`src/rtl/dmem_port_arbiter_pkg.sv`:
```
// rtl/dmem_port_arbiter_pkg.sv - shared types and helpers for the data-memory port arbiter
package arb_pkg;

    typedef enum logic [1:0] {
        IDLE    = 2'd0,
        OWN_CPU = 2'd1,
        OWN_LD  = 2'd2
    } arb_state_t;

    typedef enum logic {
        OWN_CPU_ID = 1'b0,
        OWN_LD_ID  = 1'b1
    } owner_t;

    localparam int BURST_CNT_W = 8;

    // Saturating burst counter step; once at the cap the owner stays there until it leaves.
    function automatic logic [BURST_CNT_W-1:0] burst_inc(
        input logic [BURST_CNT_W-1:0] cnt,
        input logic [BURST_CNT_W-1:0] cap
    );
        if (cnt >= cap) begin
            return cap;
        end
        return cnt + 8'd1;
    endfunction

    // Ownership state that corresponds to a requester id.
    function automatic arb_state_t owner_to_state(input owner_t who);
        return (who == OWN_LD_ID) ? OWN_LD : OWN_CPU;
    endfunction

endpackage

```
`src/rtl/dmem_port_arbiter_rr_pick2.sv`:
```
// rtl/dmem_port_arbiter_rr_pick2.sv - two-way round-robin pick, combinational
module rr_pick2
    import arb_pkg::*;
(
    input  logic   req_cpu,
    input  logic   req_ld,
    input  owner_t last_owner,
    output owner_t pick,
    output logic   pick_valid
);

    // A lone requester wins outright; on a tie the one that did not own last goes first.
    always_comb begin
        pick       = OWN_CPU_ID;
        pick_valid = req_cpu | req_ld;
        if (req_cpu && req_ld) begin
            pick = (last_owner == OWN_CPU_ID) ? OWN_LD_ID : OWN_CPU_ID;
        end else if (req_ld) begin
            pick = OWN_LD_ID;
        end
    end

endmodule

```
`src/rtl/dmem_port_arbiter.sv`:
```
// rtl/dmem_port_arbiter.sv - round-robin cpu/loader arbiter for one dmem port (optional ARB_STATS_EN statistics)
module dmem_port_arbiter
    import arb_pkg::*;
#(
    parameter int ADDR_W    = 32,
    parameter int DATA_W    = 32,
    parameter int MAX_BURST = 4
) (
    input  logic              clk,
    input  logic              reset,
    input  logic              cpu_req,
    input  logic              cpu_we,
    input  logic [ADDR_W-1:0] cpu_addr,
    input  logic [DATA_W-1:0] cpu_wdata,
    output logic              cpu_gnt,
    output logic [DATA_W-1:0] cpu_rdata,
    output logic              cpu_rvalid,
    input  logic              ld_req,
    input  logic              ld_we,
    input  logic [ADDR_W-1:0] ld_addr,
    input  logic [DATA_W-1:0] ld_wdata,
    output logic              ld_gnt,
    output logic [DATA_W-1:0] ld_rdata,
    output logic              ld_rvalid,
    output logic              mem_we,
    output logic [ADDR_W-1:0] mem_a,
    output logic [DATA_W-1:0] mem_wd,
    input  logic [DATA_W-1:0] mem_rd,
    output logic [31:0]       stat_cpu_cnt,
    output logic [31:0]       stat_ld_cnt,
    output logic [31:0]       stat_conflict_cnt
);

    localparam logic [BURST_CNT_W-1:0] BURST_MAX = BURST_CNT_W'(MAX_BURST);

    arb_state_t             state;
    arb_state_t             state_nxt;
    owner_t                 last_owner;
    owner_t                 last_owner_nxt;
    owner_t                 cur_owner;
    logic [BURST_CNT_W-1:0] burst_cnt;
    logic [BURST_CNT_W-1:0] burst_cnt_nxt;
    logic [BURST_CNT_W-1:0] burst_after;
    logic                   cpu_beat;
    logic                   ld_beat;
    logic                   owner_req;
    owner_t                 idle_pick;
    logic                   idle_valid;
    owner_t                 hand_pick;
    logic                   hand_valid;

    assign cpu_gnt   = (state == OWN_CPU);
    assign ld_gnt    = (state == OWN_LD);
    assign cpu_beat  = cpu_req & cpu_gnt;
    assign ld_beat   = ld_req & ld_gnt;
    assign cur_owner = ld_gnt ? OWN_LD_ID : OWN_CPU_ID;
    assign owner_req = ld_gnt ? ld_req : cpu_req;

    // Arbitration from IDLE: both requests compete against last_owner.
    rr_pick2 u_pick_idle (
        .req_cpu    (cpu_req),
        .req_ld     (ld_req),
        .last_owner (last_owner),
        .pick       (idle_pick),
        .pick_valid (idle_valid)
    );

    // Hand-off from an owner: the owner's own request is masked so only the other side can win.
    rr_pick2 u_pick_hand (
        .req_cpu    (cpu_req & ~cpu_gnt),
        .req_ld     (ld_req & ~ld_gnt),
        .last_owner (cur_owner),
        .pick       (hand_pick),
        .pick_valid (hand_valid)
    );

    // Only a beat reaches dmem; everything else parks the port at zero.
    always_comb begin
        mem_we = 1'b0;
        mem_a  = '0;
        mem_wd = '0;
        if (cpu_beat) begin
            mem_we = cpu_we;
            mem_a  = cpu_addr;
            mem_wd = cpu_wdata;
        end else if (ld_beat) begin
            mem_we = ld_we;
            mem_a  = ld_addr;
            mem_wd = ld_wdata;
        end
    end

    // Ownership next-state: release on dropped req, forced hand-off at the burst cap under contention.
    always_comb begin
        state_nxt      = state;
        last_owner_nxt = last_owner;
        burst_cnt_nxt  = burst_cnt;
        burst_after    = burst_inc(burst_cnt, BURST_MAX);
        case (state)
            IDLE: begin
                if (idle_valid) begin
                    state_nxt = owner_to_state(idle_pick);
                end
            end
            OWN_CPU, OWN_LD: begin
                if (!owner_req) begin
                    last_owner_nxt = cur_owner;
                    burst_cnt_nxt  = '0;
                    state_nxt      = hand_valid ? owner_to_state(hand_pick) : IDLE;
                end else if ((burst_after >= BURST_MAX) && hand_valid) begin
                    last_owner_nxt = cur_owner;
                    burst_cnt_nxt  = '0;
                    state_nxt      = owner_to_state(hand_pick);
                end else begin
                    burst_cnt_nxt = burst_after;
                end
            end
            default: begin
                state_nxt     = IDLE;
                burst_cnt_nxt = '0;
            end
        endcase
    end

    // Ownership state register.
    always_ff @(posedge clk) begin
        if (reset) begin
            state      <= IDLE;
            last_owner <= OWN_LD_ID;
            burst_cnt  <= '0;
        end else begin
            state      <= state_nxt;
            last_owner <= last_owner_nxt;
            burst_cnt  <= burst_cnt_nxt;
        end
    end

    // Read-data return: capture dmem on a read beat, pulse that requester's rvalid one cycle later.
    always_ff @(posedge clk) begin
        if (reset) begin
            cpu_rdata  <= '0;
            ld_rdata   <= '0;
            cpu_rvalid <= 1'b0;
            ld_rvalid  <= 1'b0;
        end else begin
            cpu_rvalid <= cpu_beat & ~cpu_we;
            ld_rvalid  <= ld_beat & ~ld_we;
            if (cpu_beat && !cpu_we) begin
                cpu_rdata <= mem_rd;
            end
            if (ld_beat && !ld_we) begin
                ld_rdata <= mem_rd;
            end
        end
    end

`ifdef ARB_STATS_EN
    logic [31:0] cpu_cnt_q;
    logic [31:0] ld_cnt_q;
    logic [31:0] conflict_cnt_q;
    logic        conflict;

    assign conflict = (cpu_gnt & ld_req) | (ld_gnt & cpu_req) |
                      ((state == IDLE) & cpu_req & ld_req);

    // Beat and contention counters; free-running, wrap naturally.
    always_ff @(posedge clk) begin
        if (reset) begin
            cpu_cnt_q      <= '0;
            ld_cnt_q       <= '0;
            conflict_cnt_q <= '0;
        end else begin
            if (cpu_beat) begin
                cpu_cnt_q <= cpu_cnt_q + 32'd1;
            end
            if (ld_beat) begin
                ld_cnt_q <= ld_cnt_q + 32'd1;
            end
            if (conflict) begin
                conflict_cnt_q <= conflict_cnt_q + 32'd1;
            end
        end
    end

    assign stat_cpu_cnt      = cpu_cnt_q;
    assign stat_ld_cnt       = ld_cnt_q;
    assign stat_conflict_cnt = conflict_cnt_q;
`else
    assign stat_cpu_cnt      = '0;
    assign stat_ld_cnt       = '0;
    assign stat_conflict_cnt = '0;
`endif

endmodule

```
`config.mk`:
```
export PLATFORM = sky130hd
export DESIGN_NAME = dmem_port_arbiter
export DESIGN_NICKNAME = d
export VERILOG_FILES = /design/src/rtl/dmem_port_arbiter_pkg.sv /design/src/rtl/dmem_port_arbiter_rr_pick2.sv /design/src/rtl/dmem_port_arbiter.sv
export SDC_FILE = /design/constraint.sdc
export NUM_CORES = 1
export LEC_CHECK = 0
export ABC_AREA = 1
export BUFFER_PORTS_ARGS = -buffer_cell sky130_fd_sc_hd__buf_2
export CAP_MARGIN = 30
export CORE_AREA = 2 2 151 153
export CTS_CLUSTER_DIAMETER = 30
export DETAILED_ROUTE_END_ITERATION = 16
export DIE_AREA = 0 0 153 155
export MAX_ROUTING_LAYER = met4
export PLACE_DENSITY = 0.48
export SLEW_MARGIN = 20
export SYNTH_ARGS = -nofsm -noshare
export SYNTH_HDL_FRONTEND = slang
export SYNTH_SLANG_ARGS = --single-unit
```
`constraint.sdc`:
```
create_clock -name clk -period 3.5 [get_ports clk]
set_input_delay 0.175 -clock clk [delete_from_list [all_inputs] [get_ports clk]]
set_output_delay 0.175 -clock clk [all_outputs]
set_load 0.02 [all_outputs]
```
# After elaboration in Yosys (flattened, before gate mapping)
# Cells that the tools add are included.
totals:
  word_cells: 67
  output_inout_bits: 229
  input_bits: 166
  ff_bits: 77
op_classes:
  n_reduce_logical: 11
  eq_ne: 5
  addsub: 1
  n_lt_le_gt_ge: 2
  bitwise_logic: 12
  n_mux: 29
op_table:
  columns: ["cell", "n"]
  rows:
  - ["$mux W32", 4]
  - ["$mux W8", 4]
  - ["$ge A8 B3 Y1 const B", 2]
  - ["$pmux W8 S2", 1]
  - ["$mux W1", 13]
  - ["$mux W2", 6]
  - ["$add A8 B1 Y8 const B", 1]
  - ["$and A1 B1 Y1", 6]
  - ["$logic_and A1 B1 Y1", 5]
  - ["$not A1 Y1", 4]
  - ["$pmux W2 S2", 1]
  - ["$reduce_and A2 Y1", 2]
  - ["$ne A3 B3 Y1 const B", 1]
  - ["$eq A2 B1 Y1 const B", 1]
  - ["$eq A2 B2 Y1 const B", 1]
  - ["$logic_not A1 Y1", 2]
  - ["$logic_not A2 Y1", 1]
  - ["$ne A2 B1 Y1 const B", 1]
  - ["$ne A2 B2 Y1 const B", 1]
  - ["$or A1 B1 Y1", 2]
  - ["$reduce_or A2 Y1", 1]

# Logic depth before layout (Yosys ltp)
logic_depth:
  word_depth: 9
  ltp_mapped: 10
  ltp_nobuf: 10

# By module
# Synthesis repeated with hierarchy kept, for this count alone.
hier_totals:
  hier_cells: 694
  area_unflattened_um2: 4647.0
modules_own_cells:
  columns: ["module", "n_inst", "seq_area_each_um2", "cells_per_inst", "area_per_inst_um2"]
  rows:
  - ["dmem_port_arbiter", 1, 1541.5, 688, 4616.9]
  - ["rr_pick2", 2, 0.0, 3, 15.0]

# Worst setup path after synthesis
# No wires, ideal clock.
synth_timing:
  path_kind: "reg2out"
  start: "register state[1]"
  end: "output port mem_we"
  slack_ns: 1.755
  required_time_ns: 3.325
  path_stages_with_launch: 7
  t_arrival_ns: 1.570
  cell_sequence: "dfxtp_1 > inv_1 > ha_1 > nand2_2 > buf_2 > buf_2 > a21oi_1"
synth_rtl:
  columns: ["element", "line", "text"]
  rows:
  - ["start, declared", "dmem_port_arbiter.sv:36", "arb_state_t state;"]
  - ["start signal, assigned", "dmem_port_arbiter.sv:132", "state <= state_nxt;"]
  - ["$eq A2 B1 Y1", "dmem_port_arbiter.sv:52", "assign cpu_gnt = (state == OWN_CPU);"]
  - ["net cpu_gnt", "dmem_port_arbiter.sv:15", "output logic cpu_gnt,"]
  - ["$and A1 B1 Y1", "dmem_port_arbiter.sv:54", "assign cpu_beat = cpu_req & cpu_gnt;"]
  - ["$mux W1", "dmem_port_arbiter.sv:82", "if (cpu_beat) begin"]
  - ["end, declared", "dmem_port_arbiter.sv:25", "output logic mem_we,"]
# The timed path passes the listed nets, and every way through them passes these cells.

# Worst setup path in the final report
layout_timing:
  start: "register state[1]"
  end: "output port mem_we"
layout_via:
  elab_chain_cells: 4
layout_lines:
  columns: ["element", "line", "text"]
  rows:
  - ["$eq A2 B2 Y1", "dmem_port_arbiter.sv:53", "assign ld_gnt = (state == OWN_LD);"]
  - ["$and A1 B1 Y1", "dmem_port_arbiter.sv:55", "assign ld_beat = ld_req & ld_gnt;"]
  - ["$mux W1", "dmem_port_arbiter.sv:86", "end else if (ld_beat) begin"]
  - ["$mux W1 *", "dmem_port_arbiter.sv:82", null]
# Mark *: on every way between the ends. The rest lies on a longest branch, timed or not.

==> metrics <==
# nets final 1131; CTS clk-pin slew, worst paths 70 ps; die width 153 um; drt via density 3.99; leakage 3.67 nW; PwrDens 550 nW/um^2; CP startpoint state[1]; worst min path class input pin to flop; antenna-violating nets left 0; post-synthesis simple-gate area fraction 0.338; Die Ht 155 um; Setup violations, final 0; mapped cell area 4520 sq um; grt total ovfl 0; Comb pwr share 0.408; area growth from synthesis to layout 36.2%; Core ar. 22200 sq um; row cnt 55; Initial Util 0.203; largest family of logic cells by synthesized area simple AND/OR/NAND/NOR gates; CTS buffer count 9; Worst-Skew Late Latency 340 ps; worst slew pin tran 706 ps; Cell variety after synth 23; initial antenna violation count 1; Reg area 1540 sq um; Slowest cell on crit path buf_4; Crit path largest cell delay 560 ps; mux share of post-synthesis cell area 0; setup TNS 0 ps; PortBufs 298; Max-Cap Viols 0; CTS tree done; wire per inst 13.6 um; post-synthesis adder-cell area fraction 0.0166; clock power share 0.287; r2r startpoint state[1]; GRT Total Usage 0.137; worst vdd ir 0.242 mV; Initial DRC Count 341; hold_buf cts 0; Avg Inst Size Synth 6.62 sq um; Worst EP arrival 2350 ps; worst path cell trace inv_1 > ha_1 > nand2_2 > buf_4 > nor2_4 > buf_4 > a21oi_1 > buf_2; Startpoint Class flop; part of the power in registers 0.305; via count 4989; final wirelength 17100 um; largest buffer count on any clock path 2; first-pass GRT wire length 25400 um; sequential share of the synthesized area 0.341; CTS Sinks 77; cell count after synthesis 683; synth warn 0; cell mode on critical path buf_4; Tmin final 2520 ps; Final Max Slew Viols 0; cell-internal power 1.95 mW; Crit Path Max Fanout 66; Max transition margin 0.529; final period utilization 0.721; total power 3.39 mW; Placer Congestion 0.839; switch share 0.424; layout cells sized above 1 0.346; postcts setup bufs 0; outcome complete, no violations; kind of critical path flop to output pin; Post-CTS Resized 0; Post-Synth XOR/XNOR Area 0; HP Start mem_rd[30]; compound-gate portion of the synthesized area 0.0831; Remaining DRCs 0; First-pass DRT Iterations 6; Worst Skew 12.9 ps; unrepaired setup endpoints after global routing no; Switching Power 1.44 mW; Fmax 396 MHz; DP HPWL 13100 um; Die ar. 23700 sq um; largest net degree at the start of global routing 71; Seq cells post-synth 77; Required @ worst endpoint 3320 ps; hold violation total from the final report 0; H-tree levels 3; Worst setup EP type output pin; multi-input logic area 2340 sq um; # IOs 395; filler cell count 2554; vias in the first global route 4654; Root Buffer clkbuf_16
worst max-delay path, delay by kind of cell, from the launching register on:
| kind | cells | cell delay (ps) |
|---|---|---|
| AOI/OAI and AO/OA | 1 | 160 |
| adders and majority gates | 1 | 240 |
| buffers and inverters | 4 | 1100 |
| DFF | 1 | 360 |
| and+or+nand+nor | 2 | 130 |
sequential cells by signal, indices dropped and copies added (netlist names):
register and cells:
cpu_rdata 32, last_owner 1, cpu_rvalid 1, burst_cnt 8, state 2, ld_rvalid 1, ld_rdata 32
power by group through the flow:
| stage | sequential (mW) | combinational (mW) | clock (mW) |
|---|---|---|---|
| after floorplan | 1.15 | 0.881 | 0 |
| after global placement | 1.05 | 1.40 | 0 |
| after detailed placement | 1.05 | 1.40 | 0 |
| after CTS | 1.03 | 1.40 | 1.00 |
| after global routing | 1.04 | 1.52 | 1.04 |
| final | 1.03 | 1.38 | 0.970 |
layout by cell type (no fill, tap or decap):
| cell type | count |
|---|---|
| buf_2 | 298 |
| nor2_1 | 146 |
| inv_1 | 11 |
| inv_6 | 3 |
| nand4_1 | 2 |
| o22ai_1 | 1 |
| inv_2 | 3 |
| bufinv_16 | 1 |
| o21ai_2 | 1 |
| a21oi_1 | 4 |
| clkinv_4 | 1 |
| nor2_4 | 2 |
| nand3_1 | 69 |
| buf_4 | 9 |
| and2_4 | 1 |
| o21ai_0 | 59 |
| conb_1 | 96 |
| and3_1 | 1 |
| inv_8 | 1 |
| ha_1 | 6 |
| o21ai_1 | 9 |
| diode_2 | 1 |
| clkbuf_16 | 9 |
| dfxtp_1 | 77 |
| nand2_2 | 4 |
| clkinv_2 | 1 |
| nand2_1 | 149 |
Yosys cell counts:
cell	n	share of area
nand3_1	69	0.076
nor2_4	2	0.0050
buf_6	5	0.012
conb_1	1	0.00083
dfxtp_1	77	0.34
o21ai_1	9	0.010
nand2_2	4	0.0055
inv_1	12	0.010
and3_1	1	0.0014
buf_2	20	0.022
o22ai_1	1	0.0014
and2_4	1	0.0019
ha_1	6	0.017
clkbuf_2	2	0.0022
o21ai_0	59	0.065
clkbuf_1	13	0.011
inv_2	2	0.0017
nand4_1	2	0.0028
nand2_1	149	0.12
nor2_1	146	0.12
o21ai_2	1	0.0019
buf_4	97	0.16
a21oi_1	4	0.0044
path summary, 6_finish.rpt:
check                                endpoint  slack (ps)  cells after the start
worst max-delay path                   mem_we         980                      8
worst min-delay path             ld_rdata[30]          80                      3
worst min register to register   burst_cnt[6]         440                      2
worst max register to register  cpu_rdata[25]        1300                      9
layout make-up:
type	instances	area share
antenna	1	0.000406
clock buffer	9	0.0366
clock inverter	7	0.0132
inverter	14	0.00853
multi-input combinational	550	0.380
sequential	77	0.250
tap	285	0.0579
timing repair buffer	307	0.253
metrics by stage:
| stage | utilization | setup WS, ps | area (sq um) | hold WS [ps] | instances |
|---|---|---|---|---|---|
| floorplan | - | 1760 | 4880 | 310 | 778 |
| global placement | 0.263 | 1390 | 5850 | 419 | 1233 |
| detailed placement | 0.263 | 1300 | 5850 | 422 | 1233 |
| CTS | 0.277 | 963 | 6150 | 59.6 | 1249 |
| global route | 0.277 | 804 | 6160 | 70.5 | 1250 |
| finish | 0.277 | 976 | 6160 | 77.2 | 1250 |
kinds of logic after synthesis:
kind of cell             Yosys count
other                              1
adder cells (fa/ha/maj)            6
flip-flops                        77
AND/OR/NAND/NOR                  374
buffers and inverters            151
AO/OA/AOI/OAI                     74
layer usage:
metal  part of all wire  wire [um]  vias to the layer above  track usage
met3              0.083       1420                       13       0.0396
met2               0.45       7660                      218        0.214
met1               0.45       7710                     2235        0.174
met4              0.015        263                        0       0.0397
li1                   -          -                     2523            -
met5                  0          0                        -            -
(Power assumes the default switching activity.)
